$ cat src/rtl/machine_state_dumper_pkg.sv
// Shared tags, FSM states and halt encoding for the machine state dumper.
// The record stream is decoded downstream by tag, so these encodings are fixed.
package dump_pkg;

  localparam logic [1:0] TAG_PC  = 2'd0;
  localparam logic [1:0] TAG_REG = 2'd1;
  localparam logic [1:0] TAG_MEM = 2'd2;
  localparam logic [1:0] TAG_END = 2'd3;

  localparam logic [31:0] HALT_INST = 32'h0000_0000;

  typedef enum logic [2:0] {
    RUN,
    DUMP_REG,
    DUMP_MEM,
    END,
    DONE
  } state_t;

  function automatic int max_int(input int a, input int b);
    return (a > b) ? a : b;
  endfunction

endpackage

$ cat src/rtl/machine_state_dumper_if.sv
// Record stream from the dumper to its consumer (valid/ready plus completion flag).
interface machine_state_dumper_if;
  import dump_pkg::*;

  logic        out_valid;
  logic        out_ready;
  logic [1:0]  out_tag;
  logic [31:0] out_data;
  logic        done;

  modport master (
    output out_valid,
    output out_tag,
    output out_data,
    output done,
    input  out_ready
  );

  modport slave (
    input  out_valid,
    input  out_tag,
    input  out_data,
    input  done,
    output out_ready
  );

endinterface

$ cat src/rtl/machine_state_dumper.sv
// Streams retired PCs, then dumps register file, a data-memory window and an END record.
// The CPU is frozen whenever a record is pending or a dump is in progress.
//
// state    | meaning
// ---------+------------------------------------------------------------
// RUN      | CPU runs; one PC record per cycle, hold on backpressure
// DUMP_REG | CPU frozen; emit r[idx] for idx = 0..NUM_REGS-1
// DUMP_MEM | CPU frozen; emit byte at MEM_BASE+idx for idx = 0..MEM_BYTES-1
// END      | emit accepted-PC count
// DONE     | stream complete, wait for reset
module machine_state_dumper
  import dump_pkg::*;
#(
  parameter int unsigned MAX_CYCLES = 64,
  parameter int unsigned NUM_REGS   = 32,
  parameter logic [31:0] MEM_BASE   = 32'h0000_4000,
  parameter int unsigned MEM_BYTES  = 4
) (
  input  logic        clk,
  input  logic        reset,
  input  logic [31:0] pc,
  input  logic [31:0] inst,
  output logic        cpu_hold,
  output logic [4:0]  rf_raddr,
  input  logic [31:0] rf_rdata,
  output logic [31:0] mem_addr,
  input  logic [7:0]  mem_rdata,
  machine_state_dumper_if.master rec
);

  localparam int CW = $clog2(MAX_CYCLES + 1);
  localparam int IW = $clog2(max_int(max_int(int'(NUM_REGS), int'(MEM_BYTES)), 2));

  localparam logic [CW-1:0] CYC_LAST = CW'(MAX_CYCLES - 1);
  localparam logic [IW-1:0] REG_LAST = IW'(NUM_REGS - 1);
  localparam logic [IW-1:0] MEM_LAST = IW'(MEM_BYTES - 1);

  state_t        state;
  state_t        state_nx;
  logic [CW-1:0] cyc;
  logic [IW-1:0] idx;
  logic          accept;

  assign accept = rec.out_valid && rec.out_ready;

  always_ff @(posedge clk) begin
    if (reset) state <= RUN;
    else       state <= state_nx;
  end

  // cyc counts accepted PC records only; idx is reused by both dump phases.
  always_ff @(posedge clk) begin
    if (reset) begin
      cyc <= '0;
      idx <= '0;
    end else if (accept) begin
      case (state)
        RUN: begin
          cyc <= cyc + 1'b1;
          idx <= '0;
        end
        DUMP_REG: idx <= (idx == REG_LAST) ? '0 : idx + 1'b1;
        DUMP_MEM: idx <= (idx == MEM_LAST) ? '0 : idx + 1'b1;
        default:  idx <= idx;
      endcase
    end
  end

  always_comb begin
    state_nx = state;
    if (accept) begin
      case (state)
        RUN:      if (inst == HALT_INST || cyc == CYC_LAST) state_nx = DUMP_REG;
        DUMP_REG: if (idx == REG_LAST) state_nx = DUMP_MEM;
        DUMP_MEM: if (idx == MEM_LAST) state_nx = END;
        END:      state_nx = DONE;
        default:  state_nx = state;
      endcase
    end
  end

  // Outputs are forced to their idle values during the reset cycle regardless of state.
  always_comb begin
    rec.out_valid = 1'b0;
    rec.out_tag   = TAG_PC;
    rec.out_data  = '0;
    rec.done      = 1'b0;
    cpu_hold      = 1'b1;
    rf_raddr      = '0;
    mem_addr      = '0;
    if (!reset) begin
      case (state)
        RUN: begin
          rec.out_valid = 1'b1;
          rec.out_data  = pc;
          cpu_hold      = !rec.out_ready;
        end
        DUMP_REG: begin
          rec.out_valid = 1'b1;
          rec.out_tag   = TAG_REG;
          rf_raddr      = 5'(idx);
          rec.out_data  = rf_rdata;
        end
        DUMP_MEM: begin
          rec.out_valid = 1'b1;
          rec.out_tag   = TAG_MEM;
          mem_addr      = MEM_BASE + 32'(idx);
          rec.out_data  = {24'b0, mem_rdata};
        end
        END: begin
          rec.out_valid = 1'b1;
          rec.out_tag   = TAG_END;
          rec.out_data  = 32'(cyc);
        end
        DONE:    rec.done = 1'b1;
        default: rec.done = 1'b0;
      endcase
    end
  end

endmodule

$ cat src/flat_wrapper.sv
// flat-port wrapper written by rule: the top's interface ports become plain ports
module machine_state_dumper_flat import dump_pkg::*;
#(
  parameter int unsigned MAX_CYCLES = 64,
  parameter int unsigned NUM_REGS   = 32,
  parameter logic [31:0] MEM_BASE   = 32'h0000_4000,
  parameter int unsigned MEM_BYTES  = 4
)
  (clk, reset, pc, inst, cpu_hold, rf_raddr, rf_rdata, mem_addr, mem_rdata, rec_out_valid, rec_out_tag, rec_out_data, rec_done, rec_out_ready);
  machine_state_dumper_if rec_i ();
  input  logic clk;
  input  logic reset;
  input  logic [31:0] pc;
  input  logic [31:0] inst;
  output logic cpu_hold;
  output logic [4:0] rf_raddr;
  input  logic [31:0] rf_rdata;
  output logic [31:0] mem_addr;
  input  logic [7:0] mem_rdata;
  output wire logic [$bits(rec_i.out_valid)-1:0] rec_out_valid;
  output wire logic [$bits(rec_i.out_tag)-1:0] rec_out_tag;
  output wire logic [$bits(rec_i.out_data)-1:0] rec_out_data;
  output wire logic [$bits(rec_i.done)-1:0] rec_done;
  input wire logic [$bits(rec_i.out_ready)-1:0] rec_out_ready;
  assign rec_out_valid = rec_i.out_valid;
  assign rec_out_tag = rec_i.out_tag;
  assign rec_out_data = rec_i.out_data;
  assign rec_done = rec_i.done;
  assign rec_i.out_ready = rec_out_ready;
  machine_state_dumper #(.MAX_CYCLES(MAX_CYCLES), .NUM_REGS(NUM_REGS), .MEM_BASE(MEM_BASE), .MEM_BYTES(MEM_BYTES)) u_core (.clk(clk), .reset(reset), .pc(pc), .inst(inst), .cpu_hold(cpu_hold), .rf_raddr(rf_raddr), .rf_rdata(rf_rdata), .mem_addr(mem_addr), .mem_rdata(mem_rdata), .rec(rec_i));
endmodule
$ cat config.mk
export PLATFORM = sky130hd
export DESIGN_NAME = machine_state_dumper_flat
export DESIGN_NICKNAME = d
export VERILOG_FILES = /design/src/rtl/machine_state_dumper_pkg.sv /design/src/rtl/machine_state_dumper_if.sv /design/src/rtl/machine_state_dumper.sv /design/src/flat_wrapper.sv
export SDC_FILE = /design/constraint.sdc
export NUM_CORES = 1
export LEC_CHECK = 0
export CAP_MARGIN = 40
export CORE_MARGIN = 4
export CORE_UTILIZATION = 27
export CTS_BUF_LIST = sky130_fd_sc_hd__clkbuf_8
export DETAILED_ROUTE_END_ITERATION = 8
export PLACE_DENSITY_LB_ADDON = 0.15
export SLEW_MARGIN = 5
export SYNTH_ARGS = -nofsm -noshare
export SYNTH_HDL_FRONTEND = slang
export SYNTH_SLANG_ARGS = --single-unit
$ cat constraint.sdc
create_clock -name clk -period 5.3 [get_ports clk]
set_input_delay 0.795 -clock clk [delete_from_list [all_inputs] [get_ports clk]]
set_output_delay 0.795 -clock clk [all_outputs]
set_load 0.02 [all_outputs]
* Word-level counts from Yosys, hierarchy flattened *
Cells that the tools add are included.

word-level totals
  register bits = 15
  bits in latches = 0
  bits in writable memories = 0
  memory bits (read-only) = 0
  input port bits = 107
  output and inout bits = 74
  logic and storage cells = 48
  memories kept = 0

cells by class
  $add $sub $neg = 3
  multiply operators = 0
  divide/modulo/power cells = 0
  order comparisons = 0
  equal/unequal tests = 10
  shifts and indexed selects = 0
  muxes and demuxes = 21
  bitwise operators = 0
  reductions and logical operators = 11

operators with widths
  operator                                               count
  case mux 32 bit (4 select lines)                       1
  2-to-1 mux 32 bit                                      3
  logical NOT 32 bit                                     1
  2-to-1 mux 5 bit                                       4
  adder 15 x 5 -> 16 bit, first input constant           1
  case mux 5 bit (3 select lines)                        1
  case mux 3 bit (4 select lines)                        1
  2-to-1 mux 3 bit                                       3
  adder 7 x 1 -> 7 bit, second input constant            1
  equality test 7 x 6 -> 1 bit, second input constant    1
  equality test 3 x 2 -> 1 bit, second input constant    2
  2-to-1 mux 1 bit                                       6
  inequality test 2 x 1 -> 1 bit, second input constant  3
  case mux 2 bit (3 select lines)                        1
  adder 5 x 1 -> 5 bit, second input constant            1
  equality test 5 x 2 -> 1 bit, second input constant    1
  equality test 5 bit, second input constant             1
  AND reduction 5 bit                                    1
  AND reduction 2 bit                                    2
  nonzero test 4 bit                                     1
  OR reduction 4 bit                                     1
  equality test 3 x 1 -> 1 bit, second input constant    1
  equality test 3 bit, second input constant             1
  logical NOT 3 bit                                      1
  5 further kinds                                        5

* Depth between registers and ports, before layout *
  depth after elaboration = 6
  mapped depth = 8

* Least setup slack after synthesis *
No wires, ideal clock.

  path kind = input -> output
  start = input reset
  end = output rec_out_data[3]
  arrival = 1.863 ns
  required time = 4.505 ns
  setup slack = 2.642 ns
  cell stages on the path = 4
  path buffers = 2
  cell sequence = or2_1 buf_2 clkbuf_1 a211oi_1

between the ends
  word-level cells in the longest chain between the ends = 1

RTL lines
  item               line                        source
  from (decl)        flat_wrapper.sv:12          input logic reset;
  2-to-1 mux 32 bit  machine_state_dumper.sv:91  if (!reset) begin
  to (decl)          flat_wrapper.sv:22          output wire logic [$bits(rec_i.out_data)-1:0] rec_out_data;

Every way passes these cells.

* Worst setup path after layout *
  start = input reset
  end = output mem_addr[1]

between the ends
  word-level cells in the longest chain between the ends = 1

RTL lines
  item               line                        source
  2-to-1 mux 32 bit  machine_state_dumper.sv:91
  to (decl)          flat_wrapper.sv:18          output logic [31:0] mem_addr;

Every way passes these cells.

==> results.cfg <==
[power]
internal_power_uw = 271.1
swShare_pct = 29.89
p_switching_uw = 115.6
pwr-share-comb_pct = 46.0
clkPwrFrac_pct = 24.2
leakagePower_uw = 0.001305
p_per_area_mw_per_mm2 = 117.1
seq_power_share_pct = 29.8
max-vdd-ir-drop_uv = 77.01

[synth]
yosys_most_used_dff = dfxtp_1
postSynthCellCount = 245
ys_ff_latch = 15
synth-simple-area-share_pct = 32.69
synthXorXnorAreaFrac_pct = 2.998
synth_edf_count = 0
synth_top_area_cell = dfxtp_1
synthAdderAreaFrac_pct = 2.141
synth_top_cell_area_share_pct = 17.13
synth_top_family_by_area = simple AND/OR/NAND/NOR gates
syn_area_mm2 = 0.001753
synth_compound_area_share_pct = 25.70
synth.area.mux_share_pct = 1.713
yosysUniqueCellTypes = 40
ys_warn_count = 0
seq_area_frac_synth_pct = 17.13
async_flop_share_pct = 0
avgSynthCellArea_um2 = 7.155
synth_area_leaders = dfxtp_1 (17%), a22oi_1 (13%), buf_4 (12%)

[drt]
wl_met2_mm = 3.683
top_layer = met4
drt_iter0_markers = 108
dr.pass1.iters = 5
detail-route-antenna-nets = 0
drc = 0
routed_wl_mm = 7.071
vias_per_cell = 4.865
wl_met1_mm = 2.722
wl_met3_um = 622
wl_per_cell_um = 15.17
via_count = 2267

[finish]
final_nets = 500
drive_gt1_share_pct = 4.370
layout_common_cells = clkdlybuf4s50_1 (154), nor2_1 (42), a22oi_1 (30), conb_1 (26), dfxtp_1 (15)
syn_to_final_growth_pct = 88.29
multi_input_area_mm2 = 0.001241
diodes = 0
fillers = 619
final_common_cell = clkdlybuf4s50_1
seq_area_um2 = 300.3

[setup_path]
path_max_fanout = 11
worstPathArrival_ns = 2.91
cp.required_ns = 4.51
worstSetupPathType = input pin to output pin
end_kind = output pin
r2r_cells = 5
critPathLaunchType = input pin

[sta]
max_slew_margin_pct = 47.62
rsz0062_at_grt = no
setup_viol = 0
worstMarginPinSlew_ns = 0.7748
finalHoldViolCount = 0
worst_hold_slack_ns = 0.5104
finalCritPeriodShare_pct = 69.95
min_period_ns = 3.707
skew_ns = 0.007393
fin_setup_tns_ns = 0
maxSlewViolCount = 0
max_freq_mhz = 269.7

[placed_design]
dp_hpwl_mm = 5.813
routabilityCongestion = 0.8040
port_buffers = 154

[hold_path]
whs_path_depth = 2
hp-class = register to register

[clock_tree]
cts_tree = done
post_cts_resized = 0
clock_sinks = 15
worst_skew_pair.late_latency_ns = 0.25
cts-root-buf = clkbuf_8
cts_setup_buffers = 0
clock_path_buffers = 2
path_clk_slew_ns = 0.07
cts_made_buffers = 3
postCtsHoldBufs = 0
ctsHtreeMaxLevel = 1

[grt]
grt_pass1_vias = 2143
antenna_found_initial = 0
grt_max_degree = 35
gr-total-overflow = 0
grt_pass1_wl_mm = 10.23
grtUsageTotal_pct = 16.62

[run]
cap_violations = 0

[floorplan]
rows = 29
start_util_pct = 27.76
die_w_um = 88.58
die_height_um = 88.58
ioPinCount = 181
die-area_mm2 = 0.007846
core_area_mm2 = 0.006314

[outcome]
status = finished, final reports clean
logic make-up after synthesis:
| kind of cell | after synthesis |
|---|---|
| AND/OR/NAND/NOR | 106 |
| adder cells (fa/ha/maj) | 3 |
| flip-flops | 15 |
| AO/OA/AOI/OAI | 60 |
| multiplexers | 3 |
| XOR/XNOR | 6 |
| buffers and inverters | 51 |
| other | 1 |
state kept, by name (all words and copies together), names as in the netlist:
register,cells
u_core.idx,5
u_core.state,3
u_core.cyc,7
cell usage after synthesis (all sizes together), types with 6 or more instances:
cell type / count
nor2: 42
buf: 37
a22oi: 30
dfxtp: 15
a211oi: 12
and2: 10
nor4: 10
clkbuf: 8
a21oi: 7
nand3: 7
nor2b: 7
inv: 6
nand2: 6
nand4: 6
xor2: 6
power by group through the flow:
stage | Combinational, uW | Clock, uW | Sequential (uW)
6_report | 178 | 93.6 | 115
5_1_grt | 189 | 102 | 115
4_1_cts | 179 | 95.9 | 115
3_5_place_dp | 178 | 0 | 118
3_3_place_gp | 178 | 0 | 118
2_1_floorplan | 80.0 | 0 | 117
worst paths after layout:
path / startpoint / to / slack, ns
max: reset / mem_addr[1] / 1.59
min: u_core.idx[1] / u_core.idx[1] / 0.51
max reg2reg: u_core.idx[0] / u_core.idx[2] / 3.33
min reg2reg: u_core.idx[1] / u_core.idx[1] / 0.51
through the flow:
stage	instance area [um^2]	instances	setup slack [ns]	utilization, %	total power [uW]
2_1_floorplan	1847	270	2.642	-	197.1
3_3_place_gp	3239	461	1.632	51.31	295.1
3_5_place_dp	3254	462	1.591	51.55	295.6
4_1_cts	3301	466	1.580	52.28	389.9
5_1_grt	3301	466	1.434	52.28	406.4
6_report	3301	466	1.593	52.28	386.6
area by class of cell:
class | instances | share of cell area [%]
clock buffers | 3 | 1.251
inverters | 6 | 0.6823
flip-flops and latches | 15 | 9.098
clock inverters | 1 | 0.1516
well taps | 77 | 2.919
multi-input cells | 204 | 37.60
repair buffers | 160 | 48.29
critical path, cell delays in order:
cell             delay (ns)
clkdlybuf4s50_1        0.63
or4b_4                 0.62
inv_1                  0.13
and2_1                 0.13
clkdlybuf4s50_1        0.60
routing by layer:
layer,vias up,GRT usage [%]
met4,0,3.709
met1,1021,20.27
met2,118,29.50
met5,-,0
li1,1124,-
met3,4,4.004
Note: power is estimated with default switching activity, not from simulation.
